==> src/rtl/fifo_rd_stream.sv <==
// Read-side adapter for the async FIFO: prefetches words into a 2-entry skid
// buffer and presents them as a valid/ready stream with a delivered-beat counter.
module fifo_rd_stream #(
  parameter int WIDTH    = 8,
  parameter int CNTWIDTH = 16
) (
  input  logic                rdclk,
  input  logic                reset,
  input  logic                fifo_empty,
  input  logic [WIDTH-1:0]    fifo_data,
  output logic                fifo_rd,
  output logic                m_valid,
  output logic [WIDTH-1:0]    m_data,
  input  logic                m_ready,
  output logic [CNTWIDTH-1:0] beat_count
);

  logic [1:0]          occ_q, occ_d;
  logic                infl_q;
  logic [WIDTH-1:0]    buf0_q, buf0_d;
  logic [WIDTH-1:0]    buf1_q, buf1_d;
  logic [CNTWIDTH-1:0] cnt_q, cnt_d;
  logic                pop;
  logic                push;
  logic [2:0]          level;
  logic [1:0]          wr_idx;

  assign m_valid    = (occ_q != 2'd0);
  assign m_data     = buf0_q;
  assign beat_count = cnt_q;
  assign pop        = m_valid & m_ready;
  assign push       = infl_q;

  // Occupancy the buffer will have after this edge if nothing new is issued;
  // pop implies occ >= 1, so this never underflows.
  assign level   = {1'b0, occ_q} + {2'b00, infl_q} - {2'b00, pop};
  assign fifo_rd = reset & ~fifo_empty & (level < 3'd2);

  always_comb begin
    buf0_d = buf0_q;
    buf1_d = buf1_q;
    occ_d  = occ_q + {1'b0, push} - {1'b0, pop};
    cnt_d  = cnt_q + {{(CNTWIDTH-1){1'b0}}, pop};
    wr_idx = occ_q - {1'b0, pop};
    if (pop) begin
      buf0_d = buf1_q;
    end
    // The incoming word lands behind whatever survives the pop, keeping FIFO order.
    if (push) begin
      if (wr_idx == 2'd0) begin
        buf0_d = fifo_data;
      end else begin
        buf1_d = fifo_data;
      end
    end
  end

  always_ff @(posedge rdclk or negedge reset) begin
    if (!reset) begin
      occ_q  <= 2'd0;
      infl_q <= 1'b0;
      buf0_q <= '0;
      buf1_q <= '0;
      cnt_q  <= '0;
    end else begin
      occ_q  <= occ_d;
      infl_q <= fifo_rd;
      buf0_q <= buf0_d;
      buf1_q <= buf1_d;
      cnt_q  <= cnt_d;
    end
  end

endmodule
==> config.mk <==
export PLATFORM = sky130hd
export DESIGN_NAME = fifo_rd_stream
export DESIGN_NICKNAME = d
export VERILOG_FILES = /design/src/rtl/fifo_rd_stream.sv
export SDC_FILE = /design/constraint.sdc
export NUM_CORES = 1
export LEC_CHECK = 0
export CORE_ASPECT_RATIO = 1.5
export CORE_MARGIN = 1
export CORE_UTILIZATION = 49
export CTS_BUF_LIST = sky130_fd_sc_hd__clkbuf_16
export CTS_CLUSTER_SIZE = 8
export DETAILED_ROUTE_END_ITERATION = 10
export GPL_TIMING_DRIVEN = 0
export HOLD_SLACK_MARGIN = 0.15
export PLACE_DENSITY = 0.87
export REMOVE_ABC_BUFFERS = 1
export SLEW_MARGIN = 20
export SYNTH_ARGS = -nofsm -noshare
export SYNTH_HDL_FRONTEND = slang
export SYNTH_SLANG_ARGS = --single-unit
==> constraint.sdc <==
create_clock -name rdclk -period 2.5 [get_ports rdclk]
set_input_delay 0.5 -clock rdclk [delete_from_list [all_inputs] [get_ports rdclk]]
set_output_delay 0.5 -clock rdclk [all_outputs]
set_load 0.005 [all_outputs]
After elaboration in Yosys (flattened, before gate mapping) --
Index checks and enable logic that the tools add are counted.
Cells by class: reduce and logical (&&, ||, !) cells 3, bitwise operators 5, equality and inequality tests 0, order comparisons 1, mux-type cells 3, shifts and indexed selects 0, $add $sub $neg 6, multipliers 0, divide/modulo/power cells 0
Operator list (count):
- two-way mux 8 bit | 3
- adder 16 x 1 -> 16 bit | 1
- subtractor 2 x 1 -> 2 bit | 2
- adder 2 x 1 -> 3 bit | 1
- bitwise AND 1 bit | 3
- < comparator 3 x 2 -> 1 bit, second input constant | 1
- subtractor 3 x 1 -> 3 bit | 1
- adder 2 x 1 -> 2 bit | 1
- logical NOT 2 bit | 1
- inverter 1 bit | 2
- AND reduction 2 bit | 1
- nonzero test 2 bit | 1
Storage, ports and cells: logic and storage cells 23, memories kept 0, latch bits 0, register bits after elaboration 35, memory bits (read-only) 0, RAM bits 0

Logic depth before layout (Yosys ltp) --
Gate-level depths: netlist of the first run.
depth in word-level cells 6, gate-level depth with buffers 8

Worst setup path before layout of the first run --
Ideal clock, no wire load.
kind input port to output port, from input m_ready, to output fifo_rd, arrival 2.012 ns, data required time 2.000 ns, slack -0.012 ns, stages on the path 7, path buffers 1, path through o21ai_2 > buf_6 > or2_2 > nand2_1 > ha_1 > fa_1 > nor4b_1
On the way: cells in the longest elaborated chain, start to end 4
RTL lines:
- start, declared | RTL line 14 | input logic m_ready,
- bitwise AND 1 bit | RTL line 31 | assign pop = m_valid & m_ready;
- subtractor 3 x 1 -> 3 bit | RTL line 36 | assign level = {1'b0, occ_q} + {2'b00, infl_q} - {2'b00, pop};
- net level[1] | RTL line 25 | logic [2:0] level;
- < comparator 3 x 2 -> 1 bit | RTL line 37 | assign fifo_rd = reset & ~fifo_empty & (level < 3'd2);
- bitwise AND 1 bit | RTL line 37
- end, declared | RTL line 11 | output logic fifo_rd,
The timed path passes the listed nets, and every way through them passes these cells.

Worst setup path in the final report of the first run --
from register occ_q[1], to output fifo_rd
On the way: cells in the longest elaborated chain, start to end 5
RTL lines:
- start, declared | RTL line 18 | logic [1:0] occ_q, occ_d;
- start signal, assigned | RTL line 60 | occ_q <= 2'd0;
- start signal, assigned | RTL line 66 | occ_q <= occ_d;
- parallel branches: the longest is 2 deep, another holds adder 2 x 1 -> 3 bit
- subtractor 3 x 1 -> 3 bit * | RTL line 36
- < comparator 3 x 2 -> 1 bit * | RTL line 37
- bitwise AND 1 bit * | RTL line 37
Mark *: on every way between the ends.

==> impl_metrics.ini, run 1 <==
[worst_setup_path]
reg2reg_to = infl_q$_DFF_PN0_
rr_worst_depth = 11
worstSetupPathType = reg2out
worstPathCellList = o21ai_4 -> or2_4 -> nand2_4 -> ha_4 -> fa_2 -> xnor2_2 -> nor4b_4 -> buf_2
critical_path_arrival_ps = 2170
cp_slowest_cell = dfrtp_2
reg2reg_setup_slack_ps = 250
cp_max_fo = 2
cp-start-kind = flip-flop
crit_end = fifo_rd
reg2reg_from = occ_q[1]$_DFF_PN0_
cp.depth = 8
critPathMaxStageDelay_ps = 430
crit_family = adder cells
setup.worst_path.end_class = output port
cp-startpoint = occ_q[1]$_DFF_PN0_
cp_num_buf_inv = 1
cp.required_ps = 2000

[yosys]
synth_xor_area_frac = 0.0827
synth.largest_area_cell = dfrtp_1
synthDistinctLibCells = 22
synthCells = 116
synthSimpleGateAreaFrac = 0.106
synth_mux_area_frac = 0.187
synth-seq-cells = 35
avgSynthCellArea_sq_um = 13.7
synth_fa_ha_area_frac = 0.0362
ys_warn_count = 0
synth_top_family_by_area = multiplexers
netlist_area_sq_um = 1590
synth_compound_area_frac = 0.0118
seq_area_frac_synth = 0.551
yosys.area.top_type_share = 0.551
synth_area_leaders = dfrtp_1 (55%), mux2_2 (12%), mux2_4 (6.6%)

[pwr]
power_mw = 2.57
p_sw_mw = 0.764
p_leak_nw = 1.05
clkPwrFrac = 0.229
sw_frac_of_total = 0.297
seq_power_share = 0.364
intPower_mw = 1.81
powerDensity_nw_per_um2 = 1140
power_frac_comb = 0.406
ir_drop_v = 0.000830

[cells_and_area]
drive_above_1_share = 0.345
final_cell_mix = dfrtp_1 (34), clkdlybuf4s50_1 (34), mux2_2 (17), xor2_1 (10), buf_4 (8)
synthToLayoutAreaGrowth_pct = 41.8
nets = 183
regArea_sq_um = 877
stdcell_area_sq_um = 2250
multi_input_area_sq_um = 734
diodes = 0
final_cells = 208
nFillCells = 212
final_util = 0.720

[detailed_routing]
first_pass_iters = 3
vias = 1092
drt-initial-drc-count = 32
drtAntennaViolNets = 0
avgViaCountPerCell = 5.25
drc = 0
wire_per_inst_microns = 16.4
wirelength_mm = 3.41

[job]
drv_cap = 0

[sta]
finalCritPeriodShare = 1.07
max_freq_ghz = 0.374
rsz0062_at_grt = yes
setup_violations = 1
hold_viol_final = 0
skew_ps = 2.59
setup_ws_ps = -173
worstMarginPinSlew_ps = 779
relSlewSlack = 0.481
final.min_clock_period_ps = 2670
drv_slew = 0

[global_route]
track_usage = 0.221
grt_pass1_wl_mm = 5.68
grt_max_degree = 37
grt-ovfl-total = 0
antenna_found_initial = 0
first_global_vias = 1214

[clocking]
tritoncts = built
htree_levels = 2
cts_max_path_buffers = 2
cts-root-buf = clkbuf_16
cts.hold.buffers_added = 0
cts.sinks = 35
cts_buffers = 5
clk_pin_slew_ps = 50
worstSkewPairLatency_ps = 280

[die]
start_util = 0.508
die-height_microns = 71.7
design.core.area_sq_um = 3130
dieWidth_microns = 48.5
row_count = 25
pin_count = 38
dieArea_sq_um = 3480

[place]
hpwl_mm = 2.17
placed_area_sq_um = 1980
dp_cells = 191
gp_congestion = 0.729
io_buffer_count = 37

[outcome]
status = finished with violations
violations = negative setup slack

[hold_path]
min_path_type = in2async
[cells by family after synthesis]
logic type / Yosys count
buf+inv: 7
simple gates: 29
mux: 24
compound gates: 2
fa+ha+maj: 4
xor+xnor: 15
flops: 35
[routing by layer]
layer,part of all wire,GRT usage
met3,0.047,0.0488
met4,0.028,0.131
met2,0.52,0.393
met1,0.41,0.241
met5,0,0
[Yosys cell counts (all sizes together)]
cell    number
dfrtp       35
mux2        24
xor2        10
nand3        6
inv          5
nand2        5
xnor2        5
nor3         4
nor4         4
ha           3
nand4        3
nor2         3
buf          2
or2          2
a21bo        1
fa           1
nand2b       1
nor4b        1
o21ai        1
[worst min-delay path by stage]
stage                                  start                  endpoint  slack, ps  cells after the start
detailed placement  beat_count[15]$_DFF_PN0_  beat_count[15]$_DFF_PN0_        460                      1
global placement    beat_count[15]$_DFF_PN0_  beat_count[15]$_DFF_PN0_        460                      1
finish                                 reset       m_data[5]$_DFF_PN0_        300                      1
floorplan                              reset   beat_count[0]$_DFF_PN0_        200                      0
global route                           reset     buf1_q[7]$_DFFE_PN0P_        370                      1
CTS                                    reset       m_data[6]$_DFF_PN0_        320                      1
[sequential cells by signal, summed over array words and instances (netlist names)]
| name | count |
|---|---|
| infl_q | 1 |
| buf1_q | 8 |
| m_data | 8 |
| beat_count | 16 |
| occ_q | 2 |
[power by group through the flow]
| stage | registers, mW | logic [mW] | clock network, mW |
|---|---|---|---|
| floorplan | 0.915 | 0.475 | 0 |
| CTS | 0.930 | 0.982 | 0.601 |
| detailed placement | 0.938 | 0.843 | 0 |
| finish | 0.938 | 1.05 | 0.590 |
| global route | 0.962 | 1.12 | 0.622 |
| global placement | 0.916 | 0.797 | 0 |
[final cells by class]
| type | instances | share of cell area |
|---|---|---|
| inverter | 5 | 0.00833 |
| clock buffer | 5 | 0.0555 |
| sequential | 35 | 0.389 |
| clock inverter | 3 | 0.00666 |
| tap | 40 | 0.0222 |
| multi-input combinational | 74 | 0.326 |
| timing repair buffer | 46 | 0.192 |
[through the flow]
stage	setup TNS (ps)	hold WS, ps	setup WS (ps)
after floorplan	-167	204	-167
after global placement	-1380	458	-1140
after detailed placement	-1590	457	-1210
after CTS	-175	321	-175
after global routing	-230	368	-230
final	-173	300	-173
[worst register-to-register path, cell delays in order, from the launching register on]
cell,delay (ps)
dfrtp_2,430
o21ai_4,180
or2_4,170
nand2_4,50
ha_4,150
fa_2,350
xnor2_2,260
nor4b_4,70
buf_4,130
buf_4,120
buf_4,120
buf_4,120
[repair_timing]
| action | in CTS | in global routing |
|---|---|---|
| endpoints found under the setup margin | 2 | 1 |
| resized for setup | 16 | 5 |
| buffers inserted | 8 | 1 |
| pin swaps | 4 | 7 |
No activity file was read; power rests on OpenSTA's default activity.
==> run 2, diff against run 1 <==
==> constraint.sdc (replaced) <==
create_clock -name rdclk -period 3 [get_ports rdclk]
set_input_delay 0.6 -clock rdclk [delete_from_list [all_inputs] [get_ports rdclk]]
set_output_delay 0.6 -clock rdclk [all_outputs]
set_load 0.1 [all_outputs]
==> run 2 against run 1 <==
- the run now ends clean
- critical path depth is the same
- via count shrank 1.9%
- global-route usage shrank 0.92 points
- utilization shrank 1.1 points
- sequential cell count is the same
- largest cell class unchanged
==> impl_metrics.ini, run 2 (synthesis results as in run 1) <==
[detailed_routing]
drt-initial-drc-count = 28
first_pass_iters = 3
vias = 1071
avgViaCountPerCell = 5.20
wirelength_mm = 3.32
wire_per_inst_microns = 16.1
drtAntennaViolNets = 0
drc = 0

[worst_setup_path]
setup.worst_path.end_class = output port
rr_worst_depth = 8
cp_num_buf_inv = 2
cp.required_ps = 2400
worstSetupPathType = reg2out
cp_max_fo = 3
worstPathCellList = o21ai_4 -> buf_6 -> nand2_2 -> nand2_2 -> ha_2 -> fa_2 -> nor4b_4 -> buf_6
cp_slowest_cell = fa_2
crit_family = adder cells
cp.depth = 8
cp-start-kind = flip-flop
critical_path_arrival_ps = 2390
critPathMaxStageDelay_ps = 470

[sta]
worst_hold_slack_ps = 404
relSlewSlack = 0.346
drv_slew = 0
max_freq_ghz = 0.334
setup_violations = 0
final.min_clock_period_ps = 2990
rsz0062_at_grt = yes
skew_ps = 3.23
finalCritPeriodShare = 0.997
worstMarginPinSlew_ps = 978
setup_ws_ps = 8.11
hold_viol_final = 0

[cells_and_area]
nets = 181
diodes = 0
stdcell_area_sq_um = 2220
final_util = 0.710
final_common_cell = clkdlybuf4s50_1
largest_register_ffs = 16
synthToLayoutAreaGrowth_pct = 39.7
final_cell_mix = clkdlybuf4s50_1 (34), dfrtp_1 (33), mux2_2 (17), xor2_1 (10), mux2_4 (7)
drive_above_1_share = 0.343
nFillCells = 221

[global_route]
grt-ovfl-total = 0
track_usage = 0.212
grt_pass1_wl_mm = 5.41
antenna_found_initial = 0
grt_max_degree = 37
first_global_vias = 1139

[hold_path]
min_path_type = in2async

[clocking]
cts-root-buf = clkbuf_16
tritoncts = built
clk_pin_slew_ps = 50
cts.sinks = 35
htree_levels = 2
cts_buffers = 5
cts_max_path_buffers = 2
worstSkewPairLatency_ps = 280

[place]
hpwl_mm = 2.17
pre_cts_ws_ps = -1540
placed_area_sq_um = 1980
gp_congestion = 0.729
io_buffer_count = 37

[job]
drv_cap = 0

[die]
dieWidth_microns = 48.5
pin_count = 38
design.core.area_sq_um = 3130
row_count = 25
start_util = 0.508
die-height_microns = 71.7
dieArea_sq_um = 3480

[outcome]
status = completed
## run 2: worst paths after layout
kind | to | from | slack (ps)
max reg2reg | infl_q$_DFF_PN0_ | occ_q[0]$_DFF_PN0_ | 940
max | fifo_rd | occ_q[0]$_DFF_PN0_ | 8
max in group asynchronous | occ_q[1]$_DFF_PN0_ | reset | 2050
min reg2reg | beat_count[15]$_DFF_PN0_ | beat_count[15]$_DFF_PN0_ | 460
min in group rdclk | beat_count[15]$_DFF_PN0_ | beat_count[15]$_DFF_PN0_ | 460
min | m_data[5]$_DFF_PN0_ | reset | 400
## run 2: routing by layer
| metal | track usage | part of all wire | vias to the layer above |
|---|---|---|---|
| li1 | - | - | 495 |
| met4 | 0.121 | 0.027 | 0 |
| met1 | 0.233 | 0.41 | 532 |
| met5 | 0 | 0 | - |
| met3 | 0.0488 | 0.046 | 9 |
| met2 | 0.376 | 0.52 | 35 |
## run 2: layout make-up
class,count,area [sq um],area share
clock buffers,5,125,0.0564
flip-flops and latches,35,878,0.396
inverters,5,18.8,0.00846
clock inverters,3,15.0,0.00676
well taps,40,50.0,0.0225
repair buffers,44,418,0.188
multi-input cells,74,714,0.322
## run 2: repair_timing
action                     4_1_cts  5_1_grt
buffers inserted                 4        3
pin swaps                        2        5
setup endpoints to repair        1        1
resized for setup               17        7
hold buffers                     0        0
## run 2: per-stage QoR
stage	TNS, ps	std cells
3_5_place_dp	-1540	191
5_1_grt	-47.9	206
4_1_cts	0	203
3_3_place_gp	-1480	191
6_report	0	206
2_1_floorplan	-4980	114
Power of run 2 is not shown: default switching activity piles up to over one toggle a cycle in this logic, so the estimate is an artifact.
==> run 3, diff against run 2 <==
--- a/config.mk
+++ b/config.mk
@@ -11,6 +11,7 @@
 export CTS_BUF_LIST = sky130_fd_sc_hd__clkbuf_16
 export CTS_CLUSTER_SIZE = 8
 export DETAILED_ROUTE_END_ITERATION = 10
+export GPL_ROUTABILITY_DRIVEN = 0
 export GPL_TIMING_DRIVEN = 0
 export HOLD_SLACK_MARGIN = 0.15
 export PLACE_DENSITY = 0.87
==> results of run 3 <==
Final layout, timing and power as in run 2 (identical DEF).
Power of run 3 is left out for the same reason.
